**src/rtl/perf_sample_ctrl.sv**
```systemverilog
// Sampling controller for the performance counter bank: shares the bank's register
// port with the CSR file and streams {seq, counters} records to a memory writer.
module perf_sample_ctrl #(
  parameter int unsigned NumCounters = 6,
  parameter int unsigned SeqWidth    = 32
) (
  input  logic                clk_i,
  input  logic                rst_ni,
  input  logic                csr_req_i,
  input  logic [11:0]         csr_addr_i,
  input  logic                csr_we_i,
  input  logic [63:0]         csr_wdata_i,
  output logic [63:0]         csr_rdata_o,
  output logic [11:0]         pc_addr_o,
  output logic                pc_we_o,
  output logic [63:0]         pc_wdata_o,
  input  logic [63:0]         pc_rdata_i,
  input  logic                cfg_en_i,
  input  logic [31:0]         cfg_period_i,
  input  logic [63:0]         cfg_base_i,
  input  logic                irq_i,
  output logic                smp_valid_o,
  input  logic                smp_ready_i,
  output logic [63:0]         smp_addr_o,
  output logic [63:0]         smp_data_o,
  output logic                busy_o,
  output logic                overrun_o,
  output logic [SeqWidth-1:0] seq_o
);

  localparam int unsigned KW = (NumCounters > 1) ? $clog2(NumCounters) : 1;
  localparam logic [KW-1:0] KLast = KW'(NumCounters - 1);
  localparam logic [11:0] CntBase = 12'hB03;

  typedef enum logic [2:0] {IDLE, HDR, READ, SEND, DONE} state_e;

  state_e              state_q, state_d;
  logic [KW-1:0]       k_q, k_d;
  logic [63:0]         base_q, base_d;
  logic [63:0]         data_q, data_d;
  logic [SeqWidth-1:0] seq_q, seq_d, seq_inc;
  logic                pending_q, pending_d;
  logic                overrun_q, overrun_d;
  logic                irq_q;
  logic [31:0]         timer_q, timer_d;
  logic                tick, trigger, timer_run;

  assign seq_inc = seq_q + SeqWidth'(1);

  // Timer: held at the period while disabled, ticks on the cycle it reads 1.
  assign timer_run = cfg_en_i && (cfg_period_i != '0);

  always_comb begin
    tick    = 1'b0;
    timer_d = timer_q;
    if (!timer_run) begin
      timer_d = cfg_period_i;
    end else if (timer_q <= 32'd1) begin
      tick    = (timer_q == 32'd1);
      timer_d = cfg_period_i;
    end else begin
      timer_d = timer_q - 32'd1;
    end
  end

  assign trigger = cfg_en_i & (tick | (irq_i & ~irq_q));

  always_comb begin
    state_d   = state_q;
    k_d       = k_q;
    base_d    = base_q;
    data_d    = data_q;
    seq_d     = seq_q;
    pending_d = pending_q;
    overrun_d = 1'b0;

    unique case (state_q)
      IDLE: begin
        if (trigger || pending_q) begin
          base_d  = cfg_base_i;
          state_d = HDR;
        end
      end
      HDR: begin
        if (smp_ready_i) begin
          k_d     = '0;
          state_d = READ;
        end
      end
      READ: begin
        if (!csr_req_i) begin
          data_d  = pc_rdata_i;
          state_d = SEND;
        end
      end
      SEND: begin
        if (smp_ready_i) begin
          if (k_q == KLast) begin
            state_d = DONE;
          end else begin
            k_d     = k_q + KW'(1);
            state_d = READ;
          end
        end
      end
      DONE: begin
        seq_d   = seq_inc;
        state_d = IDLE;
      end
      default: state_d = IDLE;
    endcase

    // One trigger may queue behind a busy record; a second one is dropped.
    if (state_q == IDLE) begin
      pending_d = 1'b0;
    end else if (trigger) begin
      if (pending_q) overrun_d = 1'b1;
      else           pending_d = 1'b1;
    end
    if (!cfg_en_i) pending_d = 1'b0;
  end

  always_ff @(posedge clk_i or negedge rst_ni) begin
    if (!rst_ni) begin
      state_q   <= IDLE;
      k_q       <= '0;
      base_q    <= '0;
      data_q    <= '0;
      seq_q     <= '0;
      pending_q <= 1'b0;
      overrun_q <= 1'b0;
      irq_q     <= 1'b0;
      timer_q   <= '0;
    end else begin
      state_q   <= state_d;
      k_q       <= k_d;
      base_q    <= base_d;
      data_q    <= data_d;
      seq_q     <= seq_d;
      pending_q <= pending_d;
      overrun_q <= overrun_d;
      irq_q     <= irq_i;
      timer_q   <= timer_d;
    end
  end

  // Record stream outputs derive only from registered state, so they hold under stall.
  always_comb begin
    smp_valid_o = 1'b0;
    smp_addr_o  = '0;
    smp_data_o  = '0;
    case (state_q)
      HDR: begin
        smp_valid_o = 1'b1;
        smp_addr_o  = base_q;
        smp_data_o  = 64'(seq_inc);
      end
      SEND: begin
        smp_valid_o = 1'b1;
        smp_addr_o  = base_q + ((64'(k_q) + 64'd1) << 3);
        smp_data_o  = data_q;
      end
      default: ;
    endcase
  end

  always_comb begin
    pc_addr_o  = '0;
    pc_we_o    = 1'b0;
    pc_wdata_o = '0;
    if (csr_req_i) begin
      pc_addr_o  = csr_addr_i;
      pc_we_o    = csr_we_i;
      pc_wdata_o = csr_wdata_i;
    end else if (state_q == READ) begin
      pc_addr_o = CntBase + 12'(k_q);
    end
  end

  assign csr_rdata_o = pc_rdata_i;
  assign busy_o      = (state_q != IDLE);
  assign overrun_o   = overrun_q;
  assign seq_o       = seq_q;

endmodule

```
**config.mk**
```make
export PLATFORM = sky130hd
export DESIGN_NAME = perf_sample_ctrl
export DESIGN_NICKNAME = d
export VERILOG_FILES = /design/src/rtl/perf_sample_ctrl.sv
export SDC_FILE = /design/constraint.sdc
export NUM_CORES = 1
export LEC_CHECK = 0
export ABC_CLOCK_PERIOD_IN_PS = 3300
export BUFFER_PORTS_ARGS = -buffer_cell sky130_fd_sc_hd__buf_2
export CAP_MARGIN = 10
export CELL_PAD_IN_SITES_DETAIL_PLACEMENT = 0
export CELL_PAD_IN_SITES_GLOBAL_PLACEMENT = 2
export CORE_MARGIN = 2
export CORE_UTILIZATION = 27
export CTS_BUF_LIST = sky130_fd_sc_hd__clkbuf_4
export CTS_CLUSTER_DIAMETER = 50
export DETAILED_ROUTE_END_ITERATION = 10
export GPL_TIMING_DRIVEN = 0
export HOLD_SLACK_MARGIN = 0.03
export PLACE_DENSITY_LB_ADDON = 0.25
export SYNTH_ARGS = -nofsm -noshare
export SYNTH_HDL_FRONTEND = slang
export SYNTH_SLANG_ARGS = --single-unit
```
**constraint.sdc**
```tcl
create_clock -name clk_i -period 3.3 [get_ports clk_i]
set_clock_uncertainty 0.15 [all_clocks]
set_input_delay 0.495 -clock clk_i [delete_from_list [all_inputs] [get_ports clk_i]]
set_output_delay 0.495 -clock clk_i [all_outputs]
set_load 0.005 [all_outputs]
```
* After elaboration in Yosys (flattened, before gate mapping)
Cells that the tools add are included.
Cells by class: bitwise gates (word level) 5, reductions and logical operators 11, add/sub/neg operators 6, multiplexer cells 27, magnitude comparators 1, equality and inequality tests 12
Operators with widths (count):
- 64-bit one-hot mux with 2 select lines | 2
- 64-bit by 7-bit adder with 64-bit output | 1
- 32-bit 2-to-1 mux | 2
- 64-bit 2-to-1 mux | 1
- 32-bit by 1-bit adder with 32-bit output (second input constant) | 1
- 32-bit by 1-bit == test with 1-bit output (second input constant) | 1
- 32-bit by 1-bit less-or-equal comparator with 1-bit output (second input constant) | 1
- 32-bit nonzero test | 1
- 32-bit by 1-bit subtractor with 32-bit output (second input constant) | 1
- 12-bit 2-to-1 mux | 2
- 3-bit 2-to-1 mux | 8
- 12-bit by 3-bit adder with 12-bit output (first input constant) | 1
- 3-bit one-hot mux with 4 select lines | 1
- 1-bit 2-to-1 mux | 10
- 2-bit inequality test (second input constant) | 5
- 4-bit AND reduction | 2
- 3-bit by 2-bit == test with 1-bit output (second input constant) | 2
- 3-bit == test (second input constant) | 2
- 3-bit one-hot mux with 2 select lines | 1
- 3-bit by 1-bit adder with 4-bit output (second input constant) | 1
- 2-bit AND reduction | 2
- 3-bit by 1-bit adder with 3-bit output (second input constant) | 1
- 3-bit by 1-bit == test with 1-bit output (second input constant) | 1
- 3-bit logical NOT | 1
- 9 further kinds | 11
Word-level totals: register bits after elaboration 201, logic and storage cells 71

* Logic depth before layout (Yosys ltp)
Gate-level depths: netlist of run 1.
depth in word-level cells 8, gate-level depth with buffers 10, mapped depth without buffers 10

* Worst setup path after synthesis of run 1
No wires, ideal clock.
kind register to output, start reg k_q[0], end out smp_addr_o[47], arrival 2.534 ns, required time 2.655 ns, cell stages (with the launch flop) 10, slack 0.121 ns, cell sequence dfrtp_1 -> inv_1 -> ha_1 -> inv_1 -> fa_1 -> nor2b_1 -> o2111a_1 -> nand3_1 -> or3_1 -> a21oi_1
On the way: word-level cells in the longest chain between the ends 3
RTL lines:
- start, declared | RTL line 38 | logic [KW-1:0] k_q, k_d;
- start signal, assigned | RTL line 136 | k_q <= k_d;
- 3-bit by 1-bit adder with 4-bit output | RTL line 160 | smp_addr_o = base_q + ((64'(k_q) + 64'd1) << 3);
- 64-bit by 7-bit adder with 64-bit output | RTL line 160
- 64-bit one-hot mux with 2 select lines | RTL line 152 | case (state_q)
- end, declared | RTL line 24 | output logic [63:0] smp_addr_o,
No other way between the ends.

* Final worst setup path of run 1
start reg k_q[0], end out smp_addr_o[63]
Same word-level chain as after synthesis.

==> results of run 1 <==
[state kept, by name, summed over array words and instances, names as in the netlist]
name       count
seq_o         32
data_q        64
irq_q          1
k_q            3
overrun_o      1
pending_q      1
timer_q       32
base_q        64
state_q        3
[worst max-delay path, cell delays in order (launching register included)]
cell and delay [ps]:
dfrtp_2 420, inv_4 60, ha_4 290, inv_2 40
fa_2 380, nor2b_4 130, o2111a_2 350, nand3_4 220
nor4_4 210, xnor2_1 90, nor2_1 220, buf_2 170
[area by class of cell]
type,count,area (um^2)
Antenna cell,7,17.5
Buffer,130,863
Clock buffer,96,721
Clock inverter,10,70.1
Fill cell,4549,25500
Inverter,21,81.3
Multi-Input combinational cell,1064,7230
Sequential cell,201,5060
Tap cell,600,751
Timing Repair Buffer,782,5040
[per-stage QoR]
| stage | hold slack [ps] | total power, mW | area [um^2] | util (%) |
|---|---|---|---|---|
| finish | 144 | 12.5 | 19800 | 43.8 |
| global route | 108 | 13.5 | 19800 | 43.8 |
| CTS | 82.9 | 12.6 | 19400 | 42.7 |
| detailed placement | 253 | 9.27 | 15900 | 35.2 |
| global placement | 300 | 9.23 | 15900 | 35.0 |
| floorplan | 49.4 | 6.87 | 12400 | - |
[cells by family (layout without fill, tap and decap cells)]
group                      Yosys count  after routing
and+or+nand+nor                    726            726
DFF                                201            201
AOI/OAI and AO/OA                  109            109
xor gates and xnor gates           142            142
other                                0              7
adders and majority gates           11             11
buffers and inverters              163           1039
muxes                               76             76
[worst max-delay path by stage]
| stage | to | slack [ps] | depth (start not counted) |
|---|---|---|---|
| 5_1_grt | smp_addr_o[63] | -860 | 11 |
| 3_3_place_gp | data_q[24] | -2280 | 1 |
| 4_1_cts | smp_addr_o[27] | -770 | 12 |
| 6_report | smp_addr_o[63] | -710 | 11 |
| 3_5_place_dp | smp_addr_o[63] | -1040 | 11 |
| 2_1_floorplan | smp_addr_o[47] | 120 | 9 |
[power by group through the flow]
| stage | registers [mW] | clock network [mW] | logic, mW |
|---|---|---|---|
| after floorplan | 3.89 | 0 | 2.98 |
| after detailed placement | 4.10 | 0 | 5.18 |
| final | 4.11 | 2.60 | 5.82 |
| after global placement | 4.07 | 0 | 5.16 |
| after CTS | 4.09 | 2.71 | 5.77 |
| after global routing | 4.26 | 2.84 | 6.40 |
[cells in the mapped netlist (2+ instances only)]
library cell,count
nor3_1,35
o2111a_1,2
inv_1,21
nor2_1,165
clkbuf_1,68
or4_1,2
xnor2_1,89
a21oi_1,60
nand3_1,38
and3_1,46
ha_1,10
buf_4,64
mux2_4,49
a211oi_1,2
mux2_2,17
nor2b_1,2
nand2b_1,2
or3_1,15
nor4b_1,2
or2_2,3
nand4_1,33
o21a_1,2
mux2i_1,10
nor4_1,23
dfrtp_1,201
buf_6,6
buf_2,3
o21bai_1,2
xor2_1,53
o211ai_1,3
nand2_1,271
a31oi_1,5
and4_1,7
o21ai_0,26
and2_1,76
[cell usage in the layout, fill, tap and decap left out, drive strengths merged, types with 2 or more instances in the layout]
| master | instances |
|---|---|
| nand2 | 271 |
| nand4 | 34 |
| xor2 | 53 |
| and3 | 46 |
| nor2b | 2 |
| clkbuf | 153 |
| or2 | 3 |
| mux2 | 66 |
| and2 | 76 |
| xnor2 | 89 |
| nor3 | 35 |
| nor2 | 166 |
| nand2b | 2 |
| clkinv | 7 |
| or3 | 15 |
| mux2i | 10 |
| or4 | 3 |
| o21ai | 26 |
| o21a | 2 |
| and4 | 7 |
| ha | 10 |
| diode | 7 |
| a31oi | 5 |
| dlygate4sd3 | 164 |
| o211ai | 3 |
| inv | 23 |
| nor4b | 2 |
| buf | 691 |
| a21oi | 60 |
| a211oi | 2 |
| o21bai | 2 |
| nor4 | 24 |
| nand3 | 38 |
| o2111a | 2 |
| dfrtp | 201 |
[what timing repair did]
item / 4_1_cts / 5_1_grt
buffers inserted: 46 / 25
cloned: 1 / 1
hold endpoints to repair: 370 / 0
hold buffers: 165 / 0
setup endpoints to repair: 132 / 102
pin swaps: 62 / 48
resized for setup: 166 / 70
[layer usage]
metal	part of all wire [%]	global-route usage, %	wire [um]	up-vias
met5	0	0	0	-
met4	3.3	8.16	1780	0
met2	52	41.5	28700	465
met1	38	24.4	20900	6361
li1	-	-	-	6402
met3	6.2	5.87	3380	103
==> flow_summary.yaml, run 1 <==
status:
  outcome: "complete, but fails checks"
  violations: "negative setup slack"
die:
  std_cell_rows: 78
  io_pins: 547
  fp.coreArea_um2: 45300
  dieArea_um2: 47600
  die_h_um: 218
  start_util_pct: 27.3
  die_w_um: 218
grt:
  grt_pass1_wl_um: 80900
  grt_max_degree: 89
  gr-total-overflow: 0
  grt_pass1_vias: 13919
  track_usage_pct: 22.4
  antenna_found_initial: 1
power:
  swShare_pct: 40.4
  leakagePower_nw: 10.2
  ir_drop_uv: 256
  power.internal_mw: 7.47
  seqPwrFrac_pct: 32.8
  clockPowerShare_pct: 20.8
  switchingPower_mw: 5.07
  p_per_area_nw_per_um2: 632
  power.share.combinational_pct: 46.4
synth:
  synth-main-ff-cell: "dfrtp_1"
  synth_top_area_share_pct: 40.6
  ys_types: 50
  synth_edf_count: 0
  ys_ff_latch: 201
  yosys.area.top_type: "dfrtp_1"
  seq_area_frac_synth_pct: 40.6
  syn_nets: 1682
  async_flop_share_pct: 100
  synth-simple-area-share_pct: 27.6
  synth_area_um2: 12400
  synth_fa_ha_area_share_pct: 1.17
  synth_xor_area_share_pct: 10.0
  syn_inst: 1428
  synth-compound-area-share_pct: 4.96
  ys_top_cells_by_area: "dfrtp_1 (41%), nand2_1 (8.2%), xnor2_1 (6.3%), mux2_4 (5.9%), nor2_1 (5.0%)"
  synth.mux.area_fraction_pct: 8.30
  avgSynthCellArea_um2: 8.67
  synth_top_family_by_area: "simple AND/OR/NAND/NOR gates"
  yosys_warnings: 0
drt:
  wl_um: 54800
  viasPerCell: 4.58
  ant_nets: 0
  wl_per_cell_um: 18.8
  first_pass_iters: 5
  drtIter0Drc: 434
  drcViolationCount: 0
  vias: 13331
worst_setup_path:
  cp-startpoint: "k_q[0]"
  r2r-start: "timer_q[18]"
  r2r-end: "base_q[19]"
  required_ps: 2650
  reg2reg_depth: 8
  worst-setup-path-type: "reg -> out"
  crit_path_max_fanout: 8
  r2r_setup_slack_ps: 420
  cp-start-kind: "flop"
  end_kind: "output pin"
  crit_arrival_ps: 3370
hold_path:
  hold_path_class: "in -> async"
timing:
  max_freq_mhz: 249
  min_period_ps: 4010
  period_share_pct: 122
  hold_viol_final: 0
  rsz0062_at_grt: "yes"
  setup_viol: 62
  fin_ws_ps: -710
  tightest_slew_ps: 981
  drv_slew: 0
  setup_tns_ps: -30860
  max_slew_margin_pct: 34.6
placed_design:
  place_congestion: 0.866
  io_buffers: 546
  dp_cells: 2576
  dp_hpwl_um: 39800
  placement.setup.worst_slack_ps: -1040
cts:
  cts_tree: "built"
  clock_latency_ps: 770
  numClockSinks: 201
  clkTransAtPathRegs_ps: 60
  cts_buffer_depth: 3
  cts-htree-levels: 3
  cts_inserted_buffers: 67
  cts_root_buf: "clkbuf_4"
run:
  drv_cap: 0
finish:
  finalNonFillerCells: 2911
  areaGrowthSynthToFinish_pct: 60.2
  drive_gt1_share_pct: 44.0
  nets: 2521
Power figures use the tool's default switching activity.
==> run 2, diff against run 1 <==
RECOVER_POWER = 50   (was default)
==> flow_summary.yaml, run 2 (synthesis gave the netlist of run 1 again) <==
status:
  outcome: "complete, but fails checks"
  violations: "max-capacitance violations, max-slew violations, negative setup slack"
worst_setup_path:
  required_ps: 2650
  crit_buf_inv: 3
  crit_chain: "inv_4, ha_4, inv_2, fa_2, nor2b_4, o2111a_2, nand3_4, nor4_4, xnor2_1, nor2_1, buf_2"
  critPathMaxStageDelay_ps: 420
  cp_slowest_cell: "dfrtp_2"
  crit_arrival_ps: 3350
  cp_top_family: "simple AND/OR/NAND/NOR gates"
  end_kind: "output pin"
  cp-start-kind: "flop"
  crit_path_max_fanout: 8
  worst-setup-path-type: "reg -> out"
timing:
  tightest_slew_ps: 2320
  fin_ws_ps: -697
  setup_viol: 111
  max_freq_mhz: 250
  max_slew_margin_pct: -54.7
  rsz0062_at_grt: "yes"
  period_share_pct: 121
  drv_slew: 204
  hold_viol_final: 0
  fin_hold_ws_ps: 316
  min_period_ps: 4000
cts:
  cts_root_buf: "clkbuf_4"
  clkTransAtPathRegs_ps: 50
  cts_inserted_buffers: 67
  cts_buffer_depth: 3
  cts_tree: "built"
  cts-htree-levels: 3
  numClockSinks: 201
  clock_latency_ps: 760
finish:
  areaGrowthSynthToFinish_pct: 58.6
  finalNonFillerCells: 2910
  final_cell_mix: "buf_2 (472), nand2_1 (269), dfrtp_1 (180)"
  nets: 2521
  layout_top_registers: "base_q x64, data_q x64"
  drive_gt1_share_pct: 40.4
  mostFrequentLayoutCell: "buf_2"
  fin_util_pct: 43.4
  fillers: 4622
  multi_input_area_um2: 7210
  seqCellArea_um2: 5060
grt:
  grt_pass1_wl_um: 80900
  grt_max_degree: 89
  track_usage_pct: 22.4
  gr-total-overflow: 0
  antenna_found_initial: 1
  grt_pass1_vias: 13919
hold_path:
  hold_path_class: "reg -> reg"
drt:
  drtIter0Drc: 411
  wl_per_cell_um: 18.8
  ant_nets: 0
  drcViolationCount: 0
  viasPerCell: 4.58
  wl_um: 54700
  vias: 13333
  first_pass_iters: 5
die:
  fp.coreArea_um2: 45300
  std_cell_rows: 78
  start_util_pct: 27.3
  die_h_um: 218
  io_pins: 547
  dieArea_um2: 47600
  die_w_um: 218
placed_design:
  dp_cells: 2576
  placement.setup.worst_slack_ps: -1040
  dp_hpwl_um: 39800
  place_congestion: 0.866
  io_buffers: 546
power:
  total_power_mw: 12.5
  p_per_area_nw_per_um2: 637
  ir_drop_uv: 254
  leakagePower_nw: 9.89
run:
  drv_cap: 3
==> run 2: cell types whose count changed in the layout (fill, tap and decap cells not counted), sizes merged <==
| cell | previous run | this run |
|---|---|---|
| buf | 691 | 607 |
| diode | 7 | 6 |
| clkbuf | 153 | 237 |
==> run 2: power by group <==
group	switching [mW]	internal, mW	leakage [nW]
combinational	3.06	2.73	6.95
sequential	0.800	3.31	2.46
clock	1.20	1.39	0.480
==> run 2: timing repair <==
item	CTS	global route
setup endpoints to repair	132	102
setup buffers	46	25
hold buffers	165	0
hold endpoints to repair	370	0
gates resized for setup	166	70
cloned	1	1
pin swaps	62	48
==> run 2: final cells by class <==
type	count	area share (%)
Antenna cell	6	0.0765
Buffer	130	4.35
Clock buffer	96	3.67
Clock inverter	10	0.357
Inverter	21	0.414
Multi-Input combinational cell	1064	36.7
Sequential cell	201	25.8
Tap cell	600	3.82
Timing Repair Buffer	782	24.8
==> run 2: routing by layer <==
metal	vias to the layer above	global-route usage, %	share of wire [%]
met5	-	0	0
met4	0	8.16	3.2
met3	100	5.87	6.3
met2	458	41.5	52
met1	6378	24.4	38
li1	6397	-	-
==> run 2: final timing paths <==
check	from	endpoint	slack [ps]	depth (start not counted)
max in group asynchronous	rst_ni	seq_o[16]	390	3
hold / removal	data_q[49]	data_q[49]	320	2
min in group asynchronous	rst_ni	base_q[34]	930	3
setup / recovery	k_q[0]	smp_addr_o[63]	-700	11
setup reg to reg	timer_q[18]	base_q[19]	420	8
hold reg to reg	data_q[49]	data_q[49]	320	2
==> run 2: worst min-delay path, cell delays in order (launching register included) <==
cell and delay [ps]:
dfrtp_1 330, nand2_1 50, nand2_1 50
==> run 2: metrics by stage <==
step | cell area, um^2 | TNS (ps)
global placement | 15900 | -481490
detailed placement | 15900 | -27760
global route | 19600 | -72440
CTS | 19400 | -36400
floorplan | 12400 | 0
finish | 19600 | -43470
==> run 3, diff against run 2 <==
BUFFER_PORTS_ARGS = default   (was -buffer_cell sky130_fd_sc_hd__buf_2)
CORE_AREA = 2 2 216 218   (was default)
CORE_MARGIN = default   (was 2)
CORE_UTILIZATION = default   (was 27)
DIE_AREA = 0 0 218 220   (was default)
DONT_BUFFER_PORTS = 1   (was default)
==> flow_summary.yaml, run 3 (synthesis gave the netlist of run 1 again) <==
grt:
  track_usage_pct: 20.8
  grt_pass1_vias: 11731
  gr-total-overflow: 0
  antenna_found_initial: 5
  grt_max_degree: 202
  grt_pass1_wl_um: 74100
cts:
  cts_buffer_depth: 3
  cts-htree-levels: 3
  cts_inserted_buffers: 68
  clock_latency_ps: 780
  cts-hold-fix-buffers: 163
  numClockSinks: 201
  cts_root_buf: "clkbuf_4"
  cts_tree: "built"
  clkTransAtPathRegs_ps: 70
finish:
  layout_top_registers: "base_q x64, data_q x64"
  fillers: 4709
  final_cell_mix: "nand2_1 (264), dfrtp_1 (186), dlygate4sd3_1 (163)"
  mostFrequentLayoutCell: "nand2_1"
  drive_gt1_share_pct: 29.2
  fin_util_pct: 37.7
  areaGrowthSynthToFinish_pct: 39.7
  nets: 1962
worst_setup_path:
  worst-setup-path-type: "reg -> out"
  crit_arrival_ps: 3130
  critPathMaxStageDelay_ps: 420
  end_kind: "output pin"
  crit_path_max_fanout: 7
  required_ps: 2650
  cp_slowest_cell: "dfrtp_2"
  cp-start-kind: "flop"
  crit_chain: "inv_4, ha_4, inv_2, fa_2, nor2b_4, o2111a_2, nand3_4, or3_4, a21oi_4"
status:
  outcome: "complete, but fails checks"
  violations: "negative hold slack, negative setup slack"
power:
  leakagePower_nw: 7.68
  p_per_area_nw_per_um2: 693
  total_power_mw: 12.0
  ir_drop_uv: 318
timing:
  hold_viol_final: 201
  min_period_ps: 3770
  rsz0062_at_grt: "yes"
  max_slew_margin_pct: 39.2
  drv_slew: 0
  tightest_slew_ps: 912
  fin_hold_ws_ps: -730
  fin_ws_ps: -471
  period_share_pct: 114
  setup_viol: 80
  max_freq_mhz: 265
  setup_tns_ps: -22130
die:
  fp.coreArea_um2: 45900
  die_w_um: 218
  die_h_um: 220
  io_pins: 547
  std_cell_rows: 79
  start_util_pct: 27.0
  dieArea_um2: 48000
drt:
  viasPerCell: 4.80
  drcViolationCount: 0
  wl_per_cell_um: 21.8
  drtIter0Drc: 540
  ant_nets: 0
  wl_um: 51500
  first_pass_iters: 5
  vias: 11329
run:
  drv_cap: 0
hold_path:
  hold_path_class: "in -> async"
placed_design:
  place_congestion: 0.832
  io_buffers: 0
  dp_hpwl_um: 37400
  placement.setup.worst_slack_ps: -973
-- run 3: changes by cell type in the layout (fill, tap and decap cells not counted), moves of 8 or more --
cell	previous run	this run
clkbuf_4	106	152
a21oi_1	52	36
nor2_2	9	45
nor2_1	150	108
buf_6	15	23
and2_1	63	35
buf_2	472	6
clkbuf_1	113	47
buf_4	118	32
a21oi_2	8	20
and2_0	12	40
-- run 3: critical path, delay by kind of cell, from the launching register on --
kind	cells	cell delay (ps)
compound gates	2	460
fa+ha+maj	2	660
buf+inv	2	100
flops	1	420
simple gates	3	730
-- run 3: stage by stage --
step                cells  instance area, um^2
floorplan            1428                12400
global placement     2035                13100
detailed placement   2035                13100
CTS                  2344                16900
global route         2358                17300
finish               2358                17300
-- run 3: layout make-up --
class	instances	area (um^2)	area share (%)
buffer	138	906	5.24
timing repair buffer	214	2110	12.2
clock inverter	15	86.3	0.499
clock buffer	95	713	4.13
inverter	21	81.3	0.470
sequential	201	5050	29.2
multi-input combinational	1064	7580	43.8
antenna	3	7.51	0.0434
tap	607	759	4.39
-- run 3: per-layer routing --
layer / part of all wire, % / vias up / track usage, %
met1: 38 / 5502 / 22.8
met5: 0.052 / - / 0
li1: - / 5275 / -
met3: 6.7 / 103 / 6.09
met2: 52 / 445 / 37.4
met4: 3.6 / 4 / 8.84
-- run 3: path summary, 6_finish.rpt --
check	from	to	slack [ps]	cells past startpoint
max	k_q[0]	smp_addr_o[53]	-470	9
min	rst_ni	base_q[18]	-730	0
max reg2reg	timer_q[18]	base_q[48]	360	8
min reg2reg	data_q[48]	data_q[48]	310	2
max in group asynchronous	rst_ni	irq_q	3200	0
min in group clk_i	csr_req_i	data_q[39]	160	4
-- run 3: where the power goes --
group	leakage [nW]	internal, mW	total, mW	switching (mW)
sequential	2.47	3.31	4.17	0.859
clock	0.480	1.39	2.63	1.24
combinational	4.73	2.24	5.17	2.94
-- run 3: repair_timing --
| action | 4_1_cts | 5_1_grt |
|---|---|---|
| gates cloned | 2 | 0 |
| buffers inserted | 38 | 16 |
| resized for setup | 243 | 96 |
| pin swaps | 86 | 59 |
| hold endpoints to repair | 370 | 201 |
| endpoints found under the setup margin | 136 | 90 |
